**config.mk**
```make
export PLATFORM = sky130hd
export DESIGN_NAME = gbx_rd_ctrl
export DESIGN_NICKNAME = d
export VERILOG_FILES = /design/src/rtl/gbx_pkg.sv /design/src/rtl/gbx_rd_ctrl.sv
export SDC_FILE = /design/constraint.sdc
export NUM_CORES = 1
export LEC_CHECK = 0
export CAP_MARGIN = 10
export CORE_MARGIN = 10
export CORE_UTILIZATION = 44
export DETAILED_ROUTE_END_ITERATION = 6
export GPL_ROUTABILITY_DRIVEN = 0
export HOLD_SLACK_MARGIN = 0.12
export PLACE_DENSITY = 0.77
export SLEW_MARGIN = 30
export SYNTH_ARGS = -nofsm -noshare
export SYNTH_HDL_FRONTEND = slang
export SYNTH_SLANG_ARGS = --single-unit
```
**constraint.sdc**
```tcl
create_clock -name rd_clk -period 1.87 [get_ports rd_clk]
set_input_delay 0.4675 -clock rd_clk [delete_from_list [all_inputs] [get_ports rd_clk]]
set_output_delay 0.4675 -clock rd_clk [all_outputs]
set_load 0.05 [all_outputs]
```
**src/rtl/gbx_pkg.sv**
```systemverilog
// gbx_pkg: shared definitions for the gearbox read-side controller.
//   gbx_state_e : controller state encoding (FILL, DRAIN, HOLD)
//   gbx_idx_w() : bits needed to index/count n items (minimum 1)
package gbx_pkg;

  typedef enum logic [1:0] {
    FILL  = 2'd0,
    DRAIN = 2'd1,
    HOLD  = 2'd2
  } gbx_state_e;

  function automatic int unsigned gbx_idx_w(input int unsigned n);
    int unsigned w;
    if (n <= 1) w = 1;
    else        w = $clog2(n);
    return w;
  endfunction

endpackage

```
**src/rtl/gbx_rd_ctrl.sv**
```systemverilog
// gbx_rd_ctrl: packs RATIO consecutive DW-bit words from an async FIFO read
// port into one wide output beat, with flush support for partial beats.
// Ports:
//   rd_clk, rd_rst_n  : read-domain clock, async active-low reset
//   fifo_empty        : FIFO empty flag (rd_clk domain)
//   fifo_rd_en        : FIFO read strobe (combinational, gated by reset)
//   fifo_rd_data      : FIFO read data, valid one cycle after fifo_rd_en
//   flush             : single-cycle request to emit a partial beat
//   out_data/out_keep : packed beat (lane 0 = oldest word) and lane mask
//   out_valid/out_ready : beat handshake
//   beat_cnt          : number of accepted beats, wraps
module gbx_rd_ctrl
  import gbx_pkg::*;
#(
  parameter int unsigned DW    = 8,
  parameter int unsigned RATIO = 4,   // legal range 2..16
  parameter int unsigned CW    = 16
) (
  input  logic                rd_clk,
  input  logic                rd_rst_n,
  input  logic                fifo_empty,
  output logic                fifo_rd_en,
  input  logic [DW-1:0]       fifo_rd_data,
  input  logic                flush,
  output logic [DW*RATIO-1:0] out_data,
  output logic [RATIO-1:0]    out_keep,
  output logic                out_valid,
  input  logic                out_ready,
  output logic [CW-1:0]       beat_cnt
);

  localparam int unsigned BW   = DW * RATIO;
  localparam int unsigned FCW  = gbx_idx_w(RATIO + 1);  // fill count holds 0..RATIO
  localparam int unsigned FCW1 = FCW + 1;

  gbx_state_e       r_state, w_state_nxt;
  logic [FCW-1:0]   r_fill_cnt, w_fill_nxt;
  logic             r_pend;
  logic [BW-1:0]    r_data, w_data_nxt;
  logic [RATIO-1:0] r_keep, w_keep_nxt;
  logic             r_valid, w_valid_nxt;
  logic [CW-1:0]    r_beat_cnt, w_beat_nxt;

  logic [FCW1-1:0]  w_inflight;
  logic             w_flush_seen;
  logic             w_rd_en;
  logic             w_last;
  logic             w_close;

  // State and datapath registers.
  always_ff @(posedge rd_clk or negedge rd_rst_n) begin
    if (!rd_rst_n) begin
      r_state    <= FILL;
      r_fill_cnt <= '0;
      r_pend     <= 1'b0;
      r_data     <= '0;
      r_keep     <= '0;
      r_valid    <= 1'b0;
      r_beat_cnt <= '0;
    end else begin
      r_state    <= w_state_nxt;
      r_fill_cnt <= w_fill_nxt;
      r_pend     <= fifo_rd_en;
      r_data     <= w_data_nxt;
      r_keep     <= w_keep_nxt;
      r_valid    <= w_valid_nxt;
      r_beat_cnt <= w_beat_nxt;
    end
  end

  // Next-state, lane capture and read-strobe logic.
  always_comb begin
    w_state_nxt = r_state;
    w_fill_nxt  = r_fill_cnt;
    w_data_nxt  = r_data;
    w_keep_nxt  = r_keep;
    w_valid_nxt = r_valid;
    w_beat_nxt  = r_beat_cnt;
    w_close     = 1'b0;

    // Words captured plus the one still in flight.
    w_inflight   = {1'b0, r_fill_cnt} + FCW1'(r_pend);
    // A flush with nothing collected is ignored, so it must not stall reads.
    w_flush_seen = flush && (r_state == FILL) && (w_inflight != '0);
    w_rd_en      = (r_state == FILL) && !fifo_empty &&
                   (w_inflight < FCW1'(RATIO)) && !w_flush_seen;
    w_last       = r_pend && (r_fill_cnt == FCW'(RATIO - 1));

    // The in-flight word always lands in the next free lane.
    if (r_pend) begin
      for (int k = 0; k < RATIO; k++) begin
        if (r_fill_cnt == FCW'(k)) w_data_nxt[k*DW +: DW] = fifo_rd_data;
      end
      w_fill_nxt = r_fill_cnt + FCW'(1);
    end

    case (r_state)
      FILL: begin
        // A full beat takes priority and absorbs a coincident flush.
        if (w_last) begin
          w_state_nxt = HOLD;
          w_close     = 1'b1;
        end else if (w_flush_seen) begin
          if (r_pend) begin
            w_state_nxt = DRAIN;
          end else begin
            w_state_nxt = HOLD;
            w_close     = 1'b1;
          end
        end
      end
      DRAIN: begin
        w_state_nxt = HOLD;
        w_close     = 1'b1;
      end
      HOLD: begin
        if (r_valid && out_ready) begin
          w_state_nxt = FILL;
          w_valid_nxt = 1'b0;
          w_keep_nxt  = '0;
          w_fill_nxt  = '0;
          w_data_nxt  = '0;  // unused lanes of the next partial beat read as zero
          w_beat_nxt  = r_beat_cnt + CW'(1);
        end
      end
      default: w_state_nxt = FILL;
    endcase

    // Beat becomes visible: mask covers every lane filled so far.
    if (w_close) begin
      w_valid_nxt = 1'b1;
      for (int k = 0; k < RATIO; k++) begin
        w_keep_nxt[k] = (FCW'(k) < w_fill_nxt);
      end
    end
  end

  assign fifo_rd_en = w_rd_en && rd_rst_n;
  assign out_data   = r_data;
  assign out_keep   = r_keep;
  assign out_valid  = r_valid;
  assign beat_cnt   = r_beat_cnt;

endmodule

```
* After elaboration in Yosys (flattened, before gate mapping) *
Index checks and enable logic that the tools add are counted.

word-level totals
  input port bits = 13
  flip-flop bits (word level) = 59
  logic and storage cells = 65

cells by class
  multiplexer cells = 25
  $lt $le $gt $ge = 5
  reduce and logical (&&, ||, !) cells = 18
  equal/unequal tests = 7
  $add $sub $neg = 3

operators with widths
  cell                                                number
  two-way mux 32 bit                                  3
  two-way mux 8 bit                                   4
  adder 16 x 1 -> 16 bit, second input constant       1
  two-way mux 4 bit                                   3
  two-way mux 3 bit                                   3
  logical AND 1 bit                                   8
  two-way mux 2 bit                                   4
  == test 3 x 2 -> 1 bit, second input constant       2
  < comparator 1 x 3 -> 1 bit, first input constant   2
  < comparator 2 x 3 -> 1 bit, first input constant   2
  two-way mux 1 bit                                   6
  one-hot mux 2 bit (3 select lines)                  1
  AND reduction 2 bit                                 3
  adder 3 x 1 -> 4 bit                                1
  < comparator 4 x 3 -> 1 bit, second input constant  1
  nonzero test 2 bit                                  2
  nonzero test 4 bit                                  1
  adder 3 x 1 -> 3 bit, second input constant         1
  == test 3 x 1 -> 1 bit, second input constant       1
  zero test 3 bit                                     1
  != test 3 bit, second input constant                1
  == test 2 x 1 -> 1 bit, second input constant       1
  == test 2 bit, second input constant                1
  zero test 1 bit                                     2
  3 further kinds                                     3

* Longest topological paths before layout *
Gate-level depths: netlist of run 1.

  depth in word-level cells = 8
  gate-level depth with buffers = 6
  depth with buffers taken out = 6

* Least setup slack after synthesis of run 1 *
OpenSTA, ideal clock, no wires.

  path type = register to output
  from = register r_fill_cnt[0]
  to = output port fifo_rd_en
  arrival = 1915 ps
  stages on the path, launching flop included = 6
  path slack = -513 ps
  path buffers = 0
  path through = dfrtp_1 ha_1 ha_1 o21ai_1 nand4b_1 nor2b_1

between the ends
  word-level cells in the longest chain between the ends = 6
  elaborated cells between the ends (all ways) = 8
  classes of those cells = 1 x add/sub; 1 x order compare; 6 x reduce/logical

RTL lines
  item                                                                 line                source
  start: declaration                                                   gbx_rd_ctrl.sv:37   logic [FCW-1:0] r_fill_cnt, w_fill_nxt;
  start signal: assignment                                             gbx_rd_ctrl.sv:62   r_fill_cnt <= w_fill_nxt;
  adder 3 x 1 -> 4 bit *                                               gbx_rd_ctrl.sv:82   w_inflight = {1'b0, r_fill_cnt} + FCW1'(r_pend);
  branches (longest 3 deep; another with < comparator 4 x 3 -> 1 bit)  n/a
  logical AND 1 bit *                                                  gbx_rd_ctrl.sv:86   (w_inflight < FCW1'(RATIO)) && !w_flush_seen;
  logical AND 1 bit *                                                  gbx_rd_ctrl.sv:138  assign fifo_rd_en = w_rd_en && rd_rst_n;
  end: declaration                                                     gbx_rd_ctrl.sv:22   output logic fifo_rd_en,

Mark *: on every way between the ends.

* Worst setup path after layout of run 1 *
  from = register r_pend
  to = output port fifo_rd_en

between the ends
  word-level cells in the longest chain between the ends = 6
  elaborated cells between the ends (all ways) = 8
  classes of those cells = 1 x add/sub; 1 x order compare; 6 x reduce/logical

RTL lines
  item                                                                 line                source
  start: declaration                                                   gbx_rd_ctrl.sv:38   logic r_pend;
  start signal: assignment                                             gbx_rd_ctrl.sv:63   r_pend <= fifo_rd_en;
  adder 3 x 1 -> 4 bit *                                               gbx_rd_ctrl.sv:82
  branches (longest 3 deep; another with < comparator 4 x 3 -> 1 bit)  n/a
  logical AND 1 bit *                                                  gbx_rd_ctrl.sv:86
  logical AND 1 bit *                                                  gbx_rd_ctrl.sv:138

Marked as above.

==> results of run 1 <==
## cells in the mapped netlist, types with 2 or more instances
library cell	count	area [µm²]
sky130_fd_sc_hd__and2_1	3	18.8
sky130_fd_sc_hd__nand4b_1	2	17.5
sky130_fd_sc_hd__nand4_1	5	31.3
sky130_fd_sc_hd__xor2_1	3	26.3
sky130_fd_sc_hd__xnor2_1	12	105
sky130_fd_sc_hd__nor2_2	2	12.5
sky130_fd_sc_hd__inv_1	6	22.5
sky130_fd_sc_hd__nor2b_1	2	12.5
sky130_fd_sc_hd__ha_1	8	100
sky130_fd_sc_hd__buf_6	2	22.5
sky130_fd_sc_hd__nand2_1	58	218
sky130_fd_sc_hd__a21oi_1	33	165
sky130_fd_sc_hd__buf_4	2	15.0
sky130_fd_sc_hd__buf_2	5	25.0
sky130_fd_sc_hd__mux2i_1	4	40.0
sky130_fd_sc_hd__clkbuf_1	4	15.0
sky130_fd_sc_hd__o21ai_0	2	10.0
sky130_fd_sc_hd__nand3_1	30	150
sky130_fd_sc_hd__dfrtp_1	59	1480
sky130_fd_sc_hd__nor2_1	8	30.0
sky130_fd_sc_hd__o21ai_1	2	10.0
## sequential cells by signal (all words and copies together) (netlist names)
| signal | cells |
|---|---|
| out_data | 32 |
| beat_cnt | 16 |
| out_keep | 4 |
| r_fill_cnt | 3 |
| r_state | 2 |
| out_valid | 1 |
| r_pend | 1 |
## per-stage QoR
stage | setup WS [ps] | power [mW]
5_1_grt | -409 | 5.67
4_1_cts | -359 | 5.33
6_report | -334 | 5.36
2_1_floorplan | -3.15 | 3.48
3_5_place_dp | -72.1 | 4.30
3_3_place_gp | -37.2 | 4.26
## kinds of logic after synthesis
group           after synthesis
compound gates               41
xor+xnor                     15
fa+ha+maj                     8
buf+inv                      19
flops                        59
mux                           5
simple gates                121
## worst reg2reg max path: cells and delay by family (launching register included)
family,cells,cell delay [ps]
buf+inv,2,270
simple gates,2,170
compound gates,1,170
fa+ha+maj,2,360
mux,1,310
flops,1,390
## cell type report
cell class	instances	area [µm²]
fillers	518	2330
flip-flops and latches	59	1480
multi-input cells	190	1180
repair buffers	82	682
clock buffers	11	141
well taps	75	93.8
clock inverters	5	28.8
inverters	6	22.5
## worst max-delay path by stage
stage,start,cells after the start,to
floorplan,r_fill_cnt[0]$_DFF_PN0_,5,fifo_rd_en
global placement,out_ready,4,r_fill_cnt[1]$_DFF_PN0_
detailed placement,out_ready,4,out_data[22]$_DFF_PN0_
CTS,r_pend$_DFF_PN0_,6,fifo_rd_en
global route,r_pend$_DFF_PN0_,6,fifo_rd_en
finish,r_pend$_DFF_PN0_,6,fifo_rd_en
## power by group
part / leakage (nW) / internal, mW / total [mW] / switching, mW
clock network: 0.0928 / 0.510 / 1.01 / 0.496
logic: 0.818 / 0.900 / 2.55 / 1.65
registers: 0.797 / 1.55 / 1.80 / 0.251
total: 1.71 / 2.96 / 5.36 / 2.40
## what timing repair did
| item | CTS | global route |
|---|---|---|
| hold buffers | 0 | 0 |
| buffers inserted | 2 | 1 |
| gates resized for setup | 1 | 5 |
| endpoints found under the setup margin | 1 | 5 |
| pin swaps | 1 | 1 |
## layer usage
layer | wire (µm) | vias up | GRT usage [%]
met5 | 0 | - | 0
met4 | 70 | 0 | 6.50
met3 | 390 | 6 | 4.65
met2 | 3520 | 50 | 23.2
met1 | 2980 | 1074 | 16.9
li1 | - | 1070 | -
==> parameters.txt, run 1 <==
Parameter                              Value

Clock network
  Worst-skew pair later-pin latency ... 330 ps
  Clock tree from TritonCTS ... done
  Clock transition at path regs ... 70 ps
  Master cell of the clock root buffer ... sky130_fd_sc_hd__clkbuf_8
  Number of H-tree levels ... 3
  Clock sinks ... 59
  Deepest clock path buffer count ... 2
  Cts bufs inserted ... 9

Route
  Wire length per cell ... 16.3 µm
  Final routed wirelength across all metal layers ... 6960 µm
  Antenna-violating nets left ... 0
  Router iterations before antenna repair ... 6
  Count of routing violations after the opening detailed-route iteration ... 93
  Via count ... 2200
  DR DRC count ... 0
  Number of vias per cell ... 5.14

STA
  Unrepaired setup endpoints after global routing ... yes
  Setup tns final ... -334 ps
  Final worst-path cycle share ... 118%
  Final min period ... 2200 ps
  Slack of the critical path ... -334 ps
  Pin slew with the least headroom to its limit ... 739 ps
  Setup-failing EPs final ... 1
  Largest clock skew in the final design ... 8.87 ps
  Worst hold slack after final layout ... 375 ps
  Relative slew slack ... 50.7%
  Max-slew violation count ... 0
  Achievable frequency ... 454 MHz
  Final hold violation count ... 0

Logic synthesis
  Number of enable-type register cells in the synthesized netlist ... 0
  Share of flip-flops with an asynchronous set or reset ... 100%
  Part of the Yosys area used for sequential elements ... 54.7%
  Area fraction in and, or, nand and nor cells after synthesis ... 22.3%
  Post-Synthesis Cells ... 268
  Average cell area after synthesis ... 10.1 µm²
  Number of unique standard cell types used by synthesis ... 37
  Warnings from Yosys ... 0
  Compound-Gate Fraction of Synth Area ... 8.75%
  Predominant post-synthesis flop cell ... sky130_fd_sc_hd__dfrtp_1
  #FFs+latches synth ... 59
  Synthesized netlist net count ... 289
  Main combinational cell family by area after synthesis ... simple AND/OR/NAND/NOR gates
  Fraction of the mapped netlist area in adder cells ... 3.71%
  Cell area after synthesis ... 2700 µm²
  Xor and xnor area share after synthesis ... 4.86%
  Post-synthesis mux area share ... 2.04%

Cells and area
  Area grow syn2layout ... 34.1%
  Util after Layout ... 60.8%
  Most frequent cells in the layout ... sky130_fd_sc_hd__buf_4, sky130_fd_sc_hd__dfrtp_1, sky130_fd_sc_hd__nand2_1
  Antenna diode count ... 0
  Number of nets at the end of the flow ... 369
  Leading cell type in the layout, fill and taps excluded ... sky130_fd_sc_hd__buf_4
  Post-route cell area ... 3620 µm²
  Count of placed standard cells in the final layout, fillers left out ... 428
  Fraction of final layout cells with drive strength greater than 1 ... 29.7%

GRT
  Maximum number of pins on one net before global-route repair ... 60
  Via count of the first global-routing pass ... 2308
  Initial antenna violation count ... 0
  Grt ovf ... 0
  Global-route wire length before repair ... 11400 µm
  Total Routing Usage GR ... 14.3%

Outcome
  Violations in the final reports ... negative setup slack
  Status ... finished, violations left

Die
  I/O Pins ... 67
  Die X-Extent ... 98.4 µm
  Core footprint ... 5960 µm²
  Total number of placement rows ... 28
  Initial cell density of the core ... 45.4%
  Die Y-Extent ... 98.4 µm
  Die area ... 9670 µm²

Worst setup path
  Worst r2r dst ... out_keep[3]$_DFFE_PN0P_
  Longest individual stage delay on the worst path ... 400 ps
  Delay-heaviest family, CP ... adder cells
  Data arrival time of the critical path ... 1740 ps
  Required time at the worst-slack endpoint ... 1400 ps
  Capturing element type of the critical path ... primary output
  Crit Path Category ... flop to primary output
  Critical-path cell list ... ha_2 -> ha_4 -> o21ai_2 -> nand4b_1 -> nor2b_4 -> buf_12
  Crit path buffers/inverters ... 1
  Startpoint types ... flop
  Critical path fanouts, max ... 2
  Standard cell with the maximum stage delay on the critical path ... sky130_fd_sc_hd__dfrtp_1
  Flop-to-flop setup slack ... 90 ps
  Origin of the critical flop-to-flop path ... r_fill_cnt[0]$_DFF_PN0_
  Depth of the most critical reg-to-reg path ... 8

Placement
  Port bufs ... 66
  Cell Count Post-Placement ... 409
  Total half-perimeter wirelength after legalization and detailed placement ... 5090 µm
  Placed inst area ... 3400 µm²

Pwr
  Ratio of total power to cell area ... 1480 nW/µm²
  Worst vdd ir ... 0.000964 V
  Leakage Power ... 1.71 nW

Flow run
  Max Cap Violations ... 0

Min path
  Hold WC Path Type ... input pin to asynchronous set/reset pin
No activity file was read; power rests on OpenSTA's default activity.
==> run 2: changes to the inputs <==
--- a/config.mk
+++ b/config.mk
@@ -5,6 +5,7 @@
 export SDC_FILE = /design/constraint.sdc
 export NUM_CORES = 1
 export LEC_CHECK = 0
+export ABC_CLOCK_PERIOD_IN_PS = 1870
 export CAP_MARGIN = 10
 export CORE_MARGIN = 10
 export CORE_UTILIZATION = 44
==> results of run 2 <==
The final DEF is identical to that of run 1; final timing and power are the same.
